[src/rtl/nibble_seq_ctrl.sv]
// Control sequencer for the 32-bit nibble selector: issues selA/selB/sel one item per cycle and
// presents valid/ready, index, source and last tags aligned with the selector's registered output.
module nibble_seq_ctrl #(
    parameter int unsigned IDX_W = 3
) (
    input  logic             clk,
    input  logic             reset_L,
    input  logic             start,
    input  logic [1:0]       mode,
    input  logic [IDX_W-1:0] len,
    output logic             busy,
    output logic [IDX_W-1:0] selA,
    output logic [IDX_W-1:0] selB,
    output logic             sel,
    output logic             nib_valid,
    input  logic             nib_ready,
    output logic [IDX_W-1:0] nib_idx,
    output logic             nib_src,
    output logic             nib_last,
    output logic             done,
    output logic             err_mode
);

    typedef enum logic [0:0] {StIdle, StRun} state_e;

    localparam logic [1:0] ModeB   = 2'b01;
    localparam logic [1:0] ModeIlv = 2'b10;
    localparam logic [1:0] ModeBad = 2'b11;

    state_e           fsm_q, fsm_d;
    logic [1:0]       job_mode_q, job_mode_d;
    logic [IDX_W-1:0] job_len_q, job_len_d;
    logic [IDX_W-1:0] nxt_idx_q, nxt_idx_d;
    logic             nxt_src_q, nxt_src_d;
    logic [IDX_W-1:0] disp_idx_q, disp_idx_d;
    logic             disp_src_q, disp_src_d;
    logic             issued_all_q, issued_all_d;
    logic             nib_valid_q, nib_valid_d;
    logic             done_q, done_d;
    logic             err_mode_q, err_mode_d;

    logic [IDX_W-1:0] item_idx;
    logic             item_src;
    logic             issue;
    logic             stall;
    logic             hs;
    logic [1:0]       cur_mode;
    logic [IDX_W-1:0] cur_len;

    function automatic logic is_final(input logic [IDX_W-1:0] idx, input logic src,
                                      input logic [1:0] m, input logic [IDX_W-1:0] l);
        return (idx == l) && (src == ((m == ModeIlv) ? 1'b1 : m[0]));
    endfunction

    assign stall     = nib_valid_q & ~nib_ready;
    assign hs        = nib_valid_q & nib_ready;
    // Job parameters come from the inputs on the accepting edge, from the job registers after.
    assign cur_mode  = (fsm_q == StIdle) ? mode : job_mode_q;
    assign cur_len   = (fsm_q == StIdle) ? len : job_len_q;
    assign nib_last  = nib_valid_q & issued_all_q & is_final(disp_idx_q, disp_src_q, job_mode_q,
                                                             job_len_q);

    always_comb begin
        fsm_d        = fsm_q;
        job_mode_d   = job_mode_q;
        job_len_d    = job_len_q;
        nxt_idx_d    = nxt_idx_q;
        nxt_src_d    = nxt_src_q;
        disp_idx_d   = disp_idx_q;
        disp_src_d   = disp_src_q;
        issued_all_d = issued_all_q;
        nib_valid_d  = nib_valid_q;
        done_d       = 1'b0;
        err_mode_d   = 1'b0;
        item_idx     = '0;
        item_src     = 1'b0;
        issue        = 1'b0;

        unique case (fsm_q)
            StIdle: begin
                if (start) begin
                    if (mode == ModeBad) begin
                        err_mode_d = 1'b1;
                    end else begin
                        issue        = 1'b1;
                        item_src     = (mode == ModeB);
                        fsm_d        = StRun;
                        job_mode_d   = mode;
                        job_len_d    = len;
                        issued_all_d = 1'b0;
                    end
                end
            end
            StRun: begin
                if (stall) begin
                    // Re-present the displayed item so the selector recaptures the same nibble.
                    item_idx = disp_idx_q;
                    item_src = disp_src_q;
                end else if (!issued_all_q) begin
                    issue    = 1'b1;
                    item_idx = nxt_idx_q;
                    item_src = nxt_src_q;
                end
                if (hs && nib_last) begin
                    fsm_d        = StIdle;
                    nib_valid_d  = 1'b0;
                    done_d       = 1'b1;
                    issued_all_d = 1'b0;
                end else if (hs) begin
                    nib_valid_d = 1'b0;
                end
            end
            default: ;
        endcase

        if (issue) begin
            nib_valid_d = 1'b1;
            disp_idx_d  = item_idx;
            disp_src_d  = item_src;
            if (cur_mode == ModeIlv) begin
                nxt_src_d = ~item_src;
                nxt_idx_d = item_src ? item_idx + IDX_W'(1) : item_idx;
            end else begin
                nxt_src_d = item_src;
                nxt_idx_d = item_idx + IDX_W'(1);
            end
            if (is_final(item_idx, item_src, cur_mode, cur_len)) begin
                issued_all_d = 1'b1;
            end
        end
    end

    always_ff @(posedge clk or negedge reset_L) begin
        if (!reset_L) begin
            fsm_q        <= StIdle;
            job_mode_q   <= '0;
            job_len_q    <= '0;
            nxt_idx_q    <= '0;
            nxt_src_q    <= 1'b0;
            disp_idx_q   <= '0;
            disp_src_q   <= 1'b0;
            issued_all_q <= 1'b0;
            nib_valid_q  <= 1'b0;
            done_q       <= 1'b0;
            err_mode_q   <= 1'b0;
        end else begin
            fsm_q        <= fsm_d;
            job_mode_q   <= job_mode_d;
            job_len_q    <= job_len_d;
            nxt_idx_q    <= nxt_idx_d;
            nxt_src_q    <= nxt_src_d;
            disp_idx_q   <= disp_idx_d;
            disp_src_q   <= disp_src_d;
            issued_all_q <= issued_all_d;
            nib_valid_q  <= nib_valid_d;
            done_q       <= done_d;
            err_mode_q   <= err_mode_d;
        end
    end

    assign busy      = (fsm_q == StRun);
    assign selA      = item_idx;
    assign selB      = item_idx;
    assign sel       = item_src;
    assign nib_valid = nib_valid_q;
    assign nib_idx   = disp_idx_q;
    assign nib_src   = disp_src_q;
    assign done      = done_q;
    assign err_mode  = err_mode_q;

endmodule

[config.mk]
export PLATFORM = sky130hd
export DESIGN_NAME = nibble_seq_ctrl
export DESIGN_NICKNAME = d
export VERILOG_FILES = /design/src/rtl/nibble_seq_ctrl.sv
export SDC_FILE = /design/constraint.sdc
export NUM_CORES = 1
export LEC_CHECK = 0
export CAP_MARGIN = 30
export CORE_MARGIN = 10
export CORE_UTILIZATION = 45
export DETAILED_ROUTE_END_ITERATION = 10
export PLACE_DENSITY = 0.73
export SLEW_MARGIN = 20
export SYNTH_ARGS = -nofsm -noshare
export SYNTH_HDL_FRONTEND = slang
export SYNTH_SLANG_ARGS = --single-unit
export TNS_END_PERCENT = 30
[constraint.sdc]
create_clock -name clk -period 2 [get_ports clk]
set_input_delay 0.3 -clock clk [delete_from_list [all_inputs] [get_ports clk]]
set_output_delay 0.3 -clock clk [all_outputs]
set_load 0.01 [all_outputs]
==> results of run 1 <==
-- metal layers --
layer / routed length (um) / track usage, % / vias up
li1: - / - / 486
met1: 1340 / 14.2 / 465
met2: 1530 / 20.3 / 25
met3: 173 / 3.71 / 6
met4: 45 / 6.09 / 0
met5: 0 / 0 / -
-- registers in the layout, indices dropped and copies added, names as in the netlist --
register and count:
issued_all_q 1, nxt_src_q 1, job_len_q 3, nxt_idx_q 3, err_mode 1, nib_valid 1
nib_src 1, done 1, nib_idx 3, job_mode_q 2, busy 1
-- Yosys cell counts, drive strengths merged (4+ instances only) --
| cell type | number |
|---|---|
| a21oi | 7 |
| buf | 7 |
| dfrtp | 18 |
| inv | 6 |
| mux2i | 4 |
| nand2 | 12 |
| nand2b | 4 |
| nor2 | 8 |
| nor2b | 7 |
| o21ai | 4 |
| xnor2 | 5 |
-- logic make-up after synthesis --
family / Yosys count / share of synthesized area [%]
and+or+nand+nor: 41 / 20.2
buffers and inverters: 14 / 7.55
muxes: 6 / 6.76
AOI/OAI and AO/OA: 27 / 18.3
adders and majority gates: 1 / 1.13
xor gates and xnor gates: 7 / 5.52
DFF: 18 / 40.6
-- layout make-up --
class                      count  share of cell area (%)
multi-input combinational     82                    39.7
sequential                    18                    28.9
timing repair buffer          46                    25.4
clock buffer                   4                    2.33
tap                           28                    2.25
inverter                       6                    1.45
-- worst max-delay path by stage --
stage / slack [ps] / cells after the start / end / from
floorplan: 90 / 8 / nxt_idx_q[2]$_DFFE_PN0P_ / busy$_DFF_PN0_
global placement: -450 / 5 / selA[1] / nib_ready
detailed placement: -500 / 5 / selA[1] / nib_ready
CTS: 4 / 11 / nxt_idx_q[2]$_DFFE_PN0P_ / nib_ready
global route: -8 / 4 / selB[2] / issued_all_q$_DFF_PN0_
finish: 100 / 5 / sel / start
-- metrics by stage --
stage | total power [mW] | instances | hold WS [ps]
2_1_floorplan | 1.54 | 114 | 4.41
5_1_grt | 2.62 | 184 | 336
3_3_place_gp | 2.06 | 177 | 500
3_5_place_dp | 2.12 | 177 | 510
6_report | 2.45 | 184 | 316
4_1_cts | 2.37 | 182 | 322
-- placed cells by master, fill, tap and decap left out, types with 2 or more instances in the layout --
cell                               n
sky130_fd_sc_hd__a21o_1            2
sky130_fd_sc_hd__a21oi_1           7
sky130_fd_sc_hd__a22o_2            3
sky130_fd_sc_hd__a31oi_1           2
sky130_fd_sc_hd__buf_4            22
sky130_fd_sc_hd__clkbuf_4          3
sky130_fd_sc_hd__clkdlybuf4s50_1  15
sky130_fd_sc_hd__dfrtp_1          18
sky130_fd_sc_hd__dlygate4sd2_1     6
sky130_fd_sc_hd__inv_1             6
sky130_fd_sc_hd__mux2_2            2
sky130_fd_sc_hd__mux2i_1           2
sky130_fd_sc_hd__mux2i_4           2
sky130_fd_sc_hd__nand2_1          12
sky130_fd_sc_hd__nand2b_1          3
sky130_fd_sc_hd__nand3_1           2
sky130_fd_sc_hd__nor2_1            8
sky130_fd_sc_hd__nor2b_1           3
sky130_fd_sc_hd__nor2b_2           4
sky130_fd_sc_hd__o21ai_0           3
sky130_fd_sc_hd__o221ai_1          3
sky130_fd_sc_hd__xnor2_1           5
sky130_fd_sc_hd__xor2_1            2
-- critical path: stages --
cell                              delay (ps)
sky130_fd_sc_hd__clkdlybuf4s50_1         470
sky130_fd_sc_hd__nor4bb_2                380
sky130_fd_sc_hd__a41oi_2                  80
sky130_fd_sc_hd__nand2_1                 120
sky130_fd_sc_hd__clkdlybuf4s15_1         250
-- repair_timing --
item	CTS	global route
endpoints found under the setup margin	10	10
pin swaps	0	1
gates resized for setup	14	9
hold buffers	0	0
buffers inserted	1	2
-- power by group through the flow --
stage,registers [mW],logic (mW),clock network (mW)
final,0.674,1.53,0.239
after CTS,0.663,1.47,0.241
after floorplan,0.674,0.865,0
after global routing,0.693,1.66,0.259
after detailed placement,0.664,1.46,0
after global placement,0.654,1.40,0
==> results list, run 1 <==
- Run status: finished clean
- Post-synth cell types: 36
* Area occupied by registers: approximately 450 um2
- Estimated wirelength of the detail-placed design: 2270 um
- The number of antenna diodes in the final layout is 0.
* Overall via count from detail_route: ~980
- Sequential elements use around two fifths of the synthesized area.
* Antenna violations before repair: 0
* CP arrival: 1600 ps
- In the final timing run, aggregate negative setup slack is 0 ps.
* Post-Place Setup Slack: -501 ps
- Counting flops with a built-in enable in the synthesized netlist gives 0.
* Setup repair after global routing missed its margin: true
- After detailed routing, the average wire length per cell comes to roughly 17 um.
* Post-Synthesis Cell Area: roughly 1100 um2
- The synthesized design contains 18 register bits.
- Setup violations remaining at the end of the flow were counted as 0.
- Fraction of the core area covered by cells at the end of the flow: 68.4%
- In this run, the number of DRC markers left after iteration 0 of detailed routing was 40.
- The clock drives 18 sinks.
* Net total in the final layout: 167
- Routability Congestion: 0.852
* Required time of the critical path: around 1700 ps
- Min-delay worst type: in -> async
- PwrDens: between 1500 and 2000 nW/um2
- Maximum clock frequency: 525 MHz
* Slew Limit Headroom: roughly 70%
- The finished cells cover about 1600 um2.
* Leakage power: 0.731 nW
* Via count of the first global-routing pass: ~1000
- Combined area of the multi-input logic cells: approximately 620 um2
- Synth warn: 0
- Fraction of power consumed by combinational cells: roughly 63%
- Number of clock buffers inserted by TritonCTS: 3
- The clock passes through at most 2 buffers.
- Kind of capture point of the worst setup path: output pin
- TritonCTS built the clock tree.
- The synthesized design devotes to its leading area cell type about two fifths of total area.
- R2R Setup Slk: between 150 and 200 ps
- Asr flop ratio synth: 100%
- Net switching component of the power: between 1 and 1.5 mW
- The layout has approximately 180 filler cells.
- Worst clock skew: approximately 2.5 ps
- Synth Net Count: about 120
- Floorplan core area: around 2300 um2
- Pins Over Slew Limit: 0
* Synth Instances: 114
* Part of the cycle the worst path needs: 95.2%
* Total routed wirelength: just over 3000 um
- Share of post-route cells with drive strength above 1: roughly 29%
- VDD sags by at most 1.08 mV.
- Cell types with the largest area share after synthesis: sky130_fd_sc_hd__dfrtp_1 41%, sky130_fd_sc_hd__nand2_1 4.1%, sky130_fd_sc_hd__nor2b_1 3.9%
- From left edge to right edge, the die measures roughly 70 um.
- Maximum number of pins on one net before global-route repair: 25
- Count of antenna-violating nets left after detailed routing: 0
* Predominant post-synthesis flop cell: sky130_fd_sc_hd__dfrtp_1
- Worst Path Class, Setup: in -> out
- The worst register-to-register path ends at nxt_idx_q[2]$_DFFE_PN0P_.
* Sequential cell fraction of total power: ~28%
- After layout, the worst setup slack is approximately 96 ps.
- The floorplan has 17 rows.
- The placed instances occupy a cell area of 1470 um2.
* Worst-Margin Slew: between 400 and 500 ps
* Reg-to-reg critical path startpoint: issued_all_q$_DFF_PN0_
- Number of search-and-repair iterations in the first detailed-routing pass: 4
- Sort of element at the start of the critical path: input pin
- The clock network burns around a tenth of the power.
- IO Count: 25
- Full die area: between 4000 and 5000 um2
* Htree depth: 1
- The die is approximately 70 um tall.
- Cell-internal power: approximately 1.4 mW
- The number of cells on the worst reg-to-reg path is 10.
- CTS placed an instance of sky130_fd_sc_hd__clkbuf_4 at the clock tree root.
- Buffers placed on the I/O ports in this run total 24.
* Final count of hold timing violations: 0
- Final critical path time including I/O delays and setup: roughly 1900 ps
- Grt total ovfl: 0
* Worst-skew pair later-pin latency: around 300 ps
- CP Max Fanout: 2
* Area growth, synth to finish: 40.4%
- The initial utilization of the core area, before any placement, comes to around half.
- After synthesis, the mean cell area works out to about 9.7 um2.
- The first global-routing pass estimated 5040 um of wire.
- Of the total power, the share spent switching nets is 42.2%.
- sky130_fd_sc_hd__dfrtp_1 takes more of the synthesized area than any other cell.
- In the routed design, unresolved DRC markers number 0.
- Clock input transition at the sequential cells of the worst setup and hold paths: roughly 110 ps
- Total global routing track utilization: between 10% and 20%
- Max-cap violations: 0
- Using the TritonRoute via totals, the vias-per-cell ratio works out to ~5.3.
Note: power is estimated with default switching activity, not from simulation.
==> inputs of run 2 (changes only) <==
--- a/config.mk
+++ b/config.mk
@@ -6,6 +6,7 @@
 export NUM_CORES = 1
 export LEC_CHECK = 0
 export CAP_MARGIN = 30
+export CORE_ASPECT_RATIO = 1.75
 export CORE_MARGIN = 10
 export CORE_UTILIZATION = 45
 export DETAILED_ROUTE_END_ITERATION = 10
==> constraint.sdc (replaced) <==
create_clock -name clk -period 1.9 [get_ports clk]
set_input_delay 0.285 -clock clk [delete_from_list [all_inputs] [get_ports clk]]
set_output_delay 0.285 -clock clk [all_outputs]
set_load 0.01 [all_outputs]
==> results list, run 2 (same netlist as run 1, synthesis figures left out) <==
* Residual DRC: 0 (unchanged)
- The number of detailed-routing iterations run before antenna repair was 5 (was 4).
- Clock input transition at the sequential cells of the worst setup and hold paths: 70 ps (was 110 ps)
- The worst clock skew on the final layout is 2.62 ps (was 2.55 ps).
- For this run, the top clock speed supported by timing is between 500 and 600 MHz.
- The net total in the final layout came to 177 (was 167).
* Number of buffers added on ports: 24 (unchanged)
- The site row count was 23 (was 17).
- Setup repair after global routing missed its margin: true (unchanged)
* Max-cap violations: 0 (unchanged)
* Reg-to-Reg End: nxt_idx_q[2]$_DFFE_PN0P_ (unchanged)
- The sum of net half-perimeters after detailed placement is 2380 um (was 2270 um).
* Overall via count from detail_route: 1094 (was 982)
- The synthesis-to-layout area growth was 50.3% (was 40.4%).
- The worst-path maximum fanout is 7 (was 2).
- Cell-by-cell trace of the critical path: nand2b_4 > buf_8 > mux2i_1 > nor2b_1 > dlygate4sd2_1 (was clkdlybuf4s50_1 > nor4bb_2 > a41oi_2 > nand2_1 > clkdlybuf4s15_1)
- Min-delay worst type: in -> async (unchanged)
- Routability Congestion: 0.918 (was 0.852)
- Grt total ovfl: 0 (unchanged)
- The routed design could run at a clock period as short as between 1500 and 2000 ps.
- The maximum number of pins on one net before global-route repair was 25 (unchanged).
- The length in cells of the worst reg-to-reg path came to 10 (unchanged).
- The final setup TNS was 0 ps (unchanged).
- Routed len/inst: 17.5 um (was 16.8 um)
- Kind of capture point of the worst setup path: output pin (unchanged)
* Overall Power: 2.83 mW (was 2.45 mW)
* X dimension of the die: 57.5 um (was 69.7 um)
- Starting Density: 47.6% (was 48.8%)
- The register-to-register path setup slack is 70 ps (was 170 ps).
- The largest buffer count on any clock path was 2 (unchanged).
* Full die area: 4930 um2 (was 4850 um2)
- Most frequent cells in the layout: 30 x sky130_fd_sc_hd__buf_4, 18 x sky130_fd_sc_hd__dfrtp_1, 15 x sky130_fd_sc_hd__clkdlybuf4s50_1, 12 x sky130_fd_sc_hd__nand2_1, 8 x sky130_fd_sc_hd__nor2_1 (was 22 x sky130_fd_sc_hd__buf_4, 18 x sky130_fd_sc_hd__dfrtp_1, 15 x sky130_fd_sc_hd__clkdlybuf4s50_1, 12 x sky130_fd_sc_hd__nand2_1, 8 x sky130_fd_sc_hd__nor2_1)
- Part of the cycle the worst path needs: slightly below 100%
* Antenna violations before repair: 0 (unchanged)
- Required time of the critical path: 1620 ps (was 1700 ps)
* Worst Path Class, Setup: reg -> out (was in -> out)
- Htree depth: 1 (unchanged)
- The antenna diode instance count is 0 (unchanged).
- The cell with the biggest individual delay on the critical path was sky130_fd_sc_hd__dfrtp_1 (was sky130_fd_sc_hd__clkdlybuf4s50_1).
- The most frequent standard cell in the layout excluding fill and tap cells was sky130_fd_sc_hd__buf_4 (unchanged).
- The via count of the first global-routing pass came to 1176 (was 1043).
- Sequential cell fraction of total power: 24.2% (was 27.5%)
- The core area came to 2330 um2 (was 2280 um2).
* Root Buffer Master: sky130_fd_sc_hd__clkbuf_8 (was sky130_fd_sc_hd__clkbuf_4)
- Final Setup Violations: 0 (unchanged)
- The maximum ir drop on the vdd rail came to 1.10 mV (was 1.08 mV).
* Number of sinks handled by clock tree synthesis: 18 (unchanged)
* Relative contribution of the clock network to total power: 11.3% (was 9.8%)
- Worst-skew pair later-pin latency: 260 ps (was 300 ps)
- The startpoint of the worst-slack reg-to-reg timing path is nib_valid$_DFFE_PN0P_ (was issued_all_q$_DFF_PN0_).
- Cell-internal power: 1.66 mW (was 1.41 mW)
- Run status: finished clean (unchanged).
- The category of the worst setup path launch point is a register (was input pin).
- The multi-input logic area is 636 um2 (was 618 um2).
- The number of endpoints with negative hold slack in the final report came to 0 (unchanged).
* Count of filler cells inserted in the layout: 194 (was 178)
- Fraction of power consumed by combinational cells: 64.5% (was 62.7%)
- The total clock buffers created by CTS came to 3 (unchanged).
- Leakage power: 0.801 nW (was 0.731 nW)
* Crit-path max cell delay: 430 ps (was 470 ps)
- The data arrival at the endpoint of the critical path is 1580 ps (was 1600 ps).
- The power density of the placed cells is 1700 nW/um2 (was 1570 nW/um2).
- Slew Limit Headroom: 66.0% (was 69.8%)
- Pins Over Slew Limit: 0 (unchanged)
* Switching power share of the total: 41.2% (was 42.2%)
- The worst path setup slack after routing came to 33.5 ps (was 95.7 ps).
- The layout cell share with drive strength beyond 1 was 33.7% (was 28.8%).
- Number of buffers added to fix hold violations after cts: 0 (unchanged)
- Worst-Margin Slew: 509 ps (was 452 ps)
- The first-pass GRT wire length was 5440 um (was 5040 um).
- The count of pins on the block boundary is 25 (unchanged).
* Die H: 85.7 um (was 69.7 um)
- Net switching component of the power: 1.17 mW (was 1.03 mW)
* Post-Place Setup Slack: -473 ps (was -501 ps)
- CTS tree: yes (unchanged)
- The family of cells with the greatest summed delay on the critical path is flip-flops (was buffers and inverters).
- Area occupied by registers: 450 um2 (unchanged)
- The via density per instance came to 5.73 (was 5.34).
- The overall global routing resource usage was 13.4% (was 12.4%).
- The sum of buffers and inverters on the critical path came to 2 (unchanged).
- The count of nets left with antenna violations after detail routing was 0 (unchanged).
* Total routed wirelength: 3340 um (was 3090 um)
- Detailed Route Iter0 Violations: 34 (was 40)
-- run 2: changes by cell type in the layout (fill, tap and decap cells not counted) --
cell / before / now
sky130_fd_sc_hd__buf_2: 0 / 1
sky130_fd_sc_hd__buf_4: 22 / 30
sky130_fd_sc_hd__buf_6: 0 / 1
sky130_fd_sc_hd__buf_8: 0 / 1
sky130_fd_sc_hd__clkbuf_4: 3 / 0
sky130_fd_sc_hd__clkbuf_8: 1 / 4
sky130_fd_sc_hd__clkdlybuf4s15_1: 1 / 0
sky130_fd_sc_hd__dlygate4sd2_1: 6 / 7
sky130_fd_sc_hd__dlymetal6s2s_1: 1 / 0
sky130_fd_sc_hd__nor4_2: 1 / 0
sky130_fd_sc_hd__nor4_4: 0 / 1
sky130_fd_sc_hd__nor4bb_2: 1 / 0
sky130_fd_sc_hd__nor4bb_4: 0 / 1
-- run 2: how the worst max path moves through the flow --
stage / startpoint / endpoint / slack (ps) / cells after the start
2_1_floorplan: nib_valid$_DFFE_PN0P_ / nxt_idx_q[2]$_DFFE_PN0P_ / 20 / 9
3_3_place_gp: nib_ready / selA[0] / -420 / 6
3_5_place_dp: nib_ready / selA[0] / -470 / 6
4_1_cts: nib_valid$_DFFE_PN0P_ / selA[0] / 4 / 6
5_1_grt: nib_valid$_DFFE_PN0P_ / nxt_idx_q[2]$_DFFE_PN0P_ / -60 / 10
6_report: nib_valid$_DFFE_PN0P_ / selA[2] / 30 / 5
-- run 2: area by class of cell --
cell class | count | area share, %
inverter | 6 | 1.35
sequential | 18 | 27.0
tap | 25 | 1.88
timing repair buffer | 56 | 28.4
multi-input combinational | 82 | 38.1
clock buffer | 4 | 3.30
-- run 2: metal layers --
layer / track usage [%] / vias up / part of all wire [%]
met1: 13.1 / 527 / 36
li1: - / 503 / -
met2: 24.8 / 50 / 54
met3: 3.84 / 14 / 6.6
met5: 0 / - / 0
met4: 5.58 / 0 / 3.0
-- run 2: stage by stage --
step | instances | hold slack [ps] | util, % | cell area [um2]
global placement | 183 | 492 | 65.8 | 1530
global route | 191 | 374 | 71.6 | 1670
CTS | 189 | 370 | 69.8 | 1630
finish | 191 | 357 | 71.6 | 1670
detailed placement | 183 | 502 | 65.8 | 1530
floorplan | 114 | -10.6 | - | 1110
-- run 2: timing repair --
action                                 in CTS  in global routing
setup buffers                               2                  2
setup endpoints to repair                  10                  9
endpoints found under the hold margin       0                  0
resized for setup                          17                 11
pin swaps                                   1                  1
-- run 2: power groups by stage --
stage          clock network, mW  registers [mW]  logic (mW)
2_1_floorplan                  0           0.710       0.917
3_3_place_gp                   0           0.665        1.63
3_5_place_dp                   0           0.676        1.67
4_1_cts                    0.320           0.678        1.73
5_1_grt                    0.332           0.703        1.98
6_report                   0.321           0.685        1.82
==> inputs of run 3 (changes only) <==
==> constraint.sdc (replaced) <==
create_clock -name clk -period 2 [get_ports clk]
set_input_delay 0.3 -clock clk [delete_from_list [all_inputs] [get_ports clk]]
set_output_delay 0.3 -clock clk [all_outputs]
set_load 0.01 [all_outputs]
==> results list, run 3 (same netlist as run 1, synthesis figures left out) <==
- Total global routing track utilization: 11.4% (was 13.4%)
- IO Count: 25 (unchanged)
- Cell family contributing the most delay on the critical path: buffers and inverters (was flip-flops)
- Most frequent cells in the layout: 19 x sky130_fd_sc_hd__buf_4, 18 x sky130_fd_sc_hd__dfrtp_1, 15 x sky130_fd_sc_hd__clkdlybuf4s50_1, 12 x sky130_fd_sc_hd__nand2_1, 9 x sky130_fd_sc_hd__dlygate4sd2_1 (was 30 x sky130_fd_sc_hd__buf_4, 18 x sky130_fd_sc_hd__dfrtp_1, 15 x sky130_fd_sc_hd__clkdlybuf4s50_1, 12 x sky130_fd_sc_hd__nand2_1, 8 x sky130_fd_sc_hd__nor2_1)
- The vertical die dimension is 85.7 um (unchanged).
- The slew of the pin with the lowest slew margin is 408 ps (was 509 ps).
- The multi-input logic area was 624 um2 (was 636 um2).
- CP Max Fanout: 2 (was 7)
- The core area is 2330 um2 (unchanged).
* Cell area reported after detailed placement: 1460 um2 (was 1530 um2)
- Full die area: 4930 um2 (unchanged)
- Number of clock buffers inserted by TritonCTS: 3 (unchanged)
- Overall Power: 2.43 mW (was 2.83 mW)
* Clock tree buffer depth: 2 (unchanged)
* Final Setup Violations: 0 (unchanged)
* Total instance count after detailed placement: 173 (was 183)
- Cell-by-cell trace of the critical path: clkdlybuf4s50_1 > nor4bb_4 > a41oi_2 > nand2_1 > dlygate4sd2_1 (was nand2b_4 > buf_8 > mux2i_1 > nor2b_1 > dlygate4sd2_1).
* Crit-path max cell delay: 480 ps (was 430 ps)
* X dimension of the die: 57.5 um (unchanged)
- Final critical path time including I/O delays and setup: approximately 1900 ps
* CP arrival: 1590 ps (was 1580 ps)
* Routability Congestion: 0.839 (was 0.918)
* Slew Limit Headroom: 72.8% (was 66.0%)
* Pins Over Slew Limit: 0 (unchanged)
- The site row count is 23 (unchanged).
- Leakage power: 0.737 nW (was 0.801 nW)
- Fraction of the core area covered by cells at the end of the flow: 66.7% (was 71.6%)
- Slowest library cell on the worst path: sky130_fd_sc_hd__clkdlybuf4s50_1 (was sky130_fd_sc_hd__dfrtp_1)
- The number of filler instances in the final layout was 185 (was 194).
- Post-Layout Inst Area: 1560 um2 (was 1670 um2)
* Kind of capture point of the worst setup path: output pin (unchanged)
- Maximum clock frequency: between 500 and 600 MHz
* Worst clock skew: 3.91 ps (was 2.62 ps)
- The max-capacitance violation count was 0 (unchanged).
- Min-delay worst type: in -> async (unchanged)
- The via count of the first global-routing pass came to 1113 (was 1176).
- The number of antenna violations at the first check in global routing is 0 (unchanged).
- The critical path class was in -> out (was reg -> out).
- The final instance count without filler cells came to 178 (was 191).
- The via density per instance came to 5.52 (was 5.73).
- Commonest non-fill, non-tap cell in the layout: sky130_fd_sc_hd__buf_4 (unchanged)
* Share of post-route cells with drive strength above 1: 26.1% (was 33.7%)
- Number of inserted diodes: 0 (unchanged)
- The total global routing overflow came to 0 (unchanged).
* Number of buffers added on ports: 24 (unchanged)
- Count of antenna-violating nets left after detailed routing: 0 (unchanged)
- Number of buffers and inverters on the critical path: 2 (unchanged)
- The number of endpoints with negative hold slack in the final report was 0 (unchanged).
* Htree depth: 1 (unchanged)
- The maximum number of pins on one net before global-route repair is 25 (unchanged).
- The routed wirelength normalized by instance count was 15.6 um (was 17.5 um).
* Worst-skew pair later-pin latency: 250 ps (was 260 ps)
- The area of all sequential standard cells was 450 um2 (unchanged).
- Total routed wirelength: 2770 um (was 3340 um)
* Number of buffers added to fix hold violations after cts: 0 (unchanged)
* Run status: finished clean (unchanged)
- Root Buffer Master: sky130_fd_sc_hd__clkbuf_8 (unchanged)
- Setup repair after global routing missed its margin: false (was true)
- Number of sinks handled by clock tree synthesis: 18 (unchanged)
- The number of vias in the routed layout came to 983 (was 1094).
- Residual DRC: 0 (unchanged)
- The synthesis-to-layout area growth came to 40.1% (was 50.3%).
- The clock transition at the registers of the reported paths is 70 ps (about the same).
- The category of the worst setup path launch point was an input pin (was register).
- The number of detailed-routing iterations run before antenna repair was 4 (was 5).
- The maximum ir drop on the vdd rail was 0.926 mV (was 1.10 mV).
- Detailed Route Iter0 Violations: 16 (was 34)
- Estimated wirelength of the detail-placed design: 2120 um (was 2380 um)
* Required time of the critical path: 1700 ps (was 1620 ps)
* First-pass GRT wire length: 4690 um (was 5440 um)
- Part of the cycle the worst path needs: between 90% and 100%
* CTS tree: yes (unchanged)
- The net total in the final layout came to 164 (was 177).
- Starting Density: 47.6% (unchanged)
- The power density of the placed cells came to 1560 nW/um2 (was 1700 nW/um2).
[run 3: worst paths after layout]
check                                              start                  endpoint  slack [ps]  cells past startpoint
max in group asynchronous                        reset_L  nxt_idx_q[0]$_DFFE_PN0P_        1430                      2
worst max register to register    issued_all_q$_DFF_PN0_  nxt_idx_q[2]$_DFFE_PN0P_         150                     10
worst min-delay path                             reset_L            done$_DFF_PN0_         380                      2
worst max-delay path                               start                       sel         110                      5
worst min register to register  nxt_idx_q[1]$_DFFE_PN0P_  nxt_idx_q[1]$_DFFE_PN0P_         520                      2
min in group clk                nxt_idx_q[1]$_DFFE_PN0P_  nxt_idx_q[1]$_DFFE_PN0P_         520                      2
[run 3: where the power goes]
| group | internal (mW) | switching [mW] | leakage, nW | total, mW |
|---|---|---|---|---|
| clock network | 0.175 | 0.118 | 0.0288 | 0.292 |
| logic | 0.757 | 0.699 | 0.488 | 1.46 |
| registers | 0.513 | 0.165 | 0.220 | 0.678 |
[run 3: layer usage]
| metal | vias to the layer above | routed length (um) | GRT usage (%) |
|---|---|---|---|
| li1 | 478 | - | - |
| met1 | 473 | 1100 | 11.1 |
| met2 | 26 | 1460 | 20.8 |
| met3 | 6 | 153 | 2.95 |
| met4 | 0 | 59 | 6.44 |
| met5 | - | 0 | 0 |
[run 3: cell type report]
cell class | count | share of cell area, %
clock buffers | 4 | 3.54
inverters | 6 | 1.45
multi-input cells | 82 | 40.1
flip-flops and latches | 18 | 29.0
well taps | 25 | 2.01
repair buffers | 43 | 23.9
[run 3: through the flow]
stage	hold slack [ps]	setup WS [ps]	TNS, ps
3_3_place_gp	486	-433	-4510
4_1_cts	382	62.4	0
5_1_grt	381	18.5	0
2_1_floorplan	4.41	90.7	0
6_report	375	108	0
3_5_place_dp	501	-475	-4810
[run 3: repair_timing]
action / CTS / global route
endpoints found under the hold margin: 0 / 0
pin swaps: 0 / 1
gates resized for setup: 16 / 3
buffers inserted: 1 / 0
setup endpoints to repair: 10 / 3
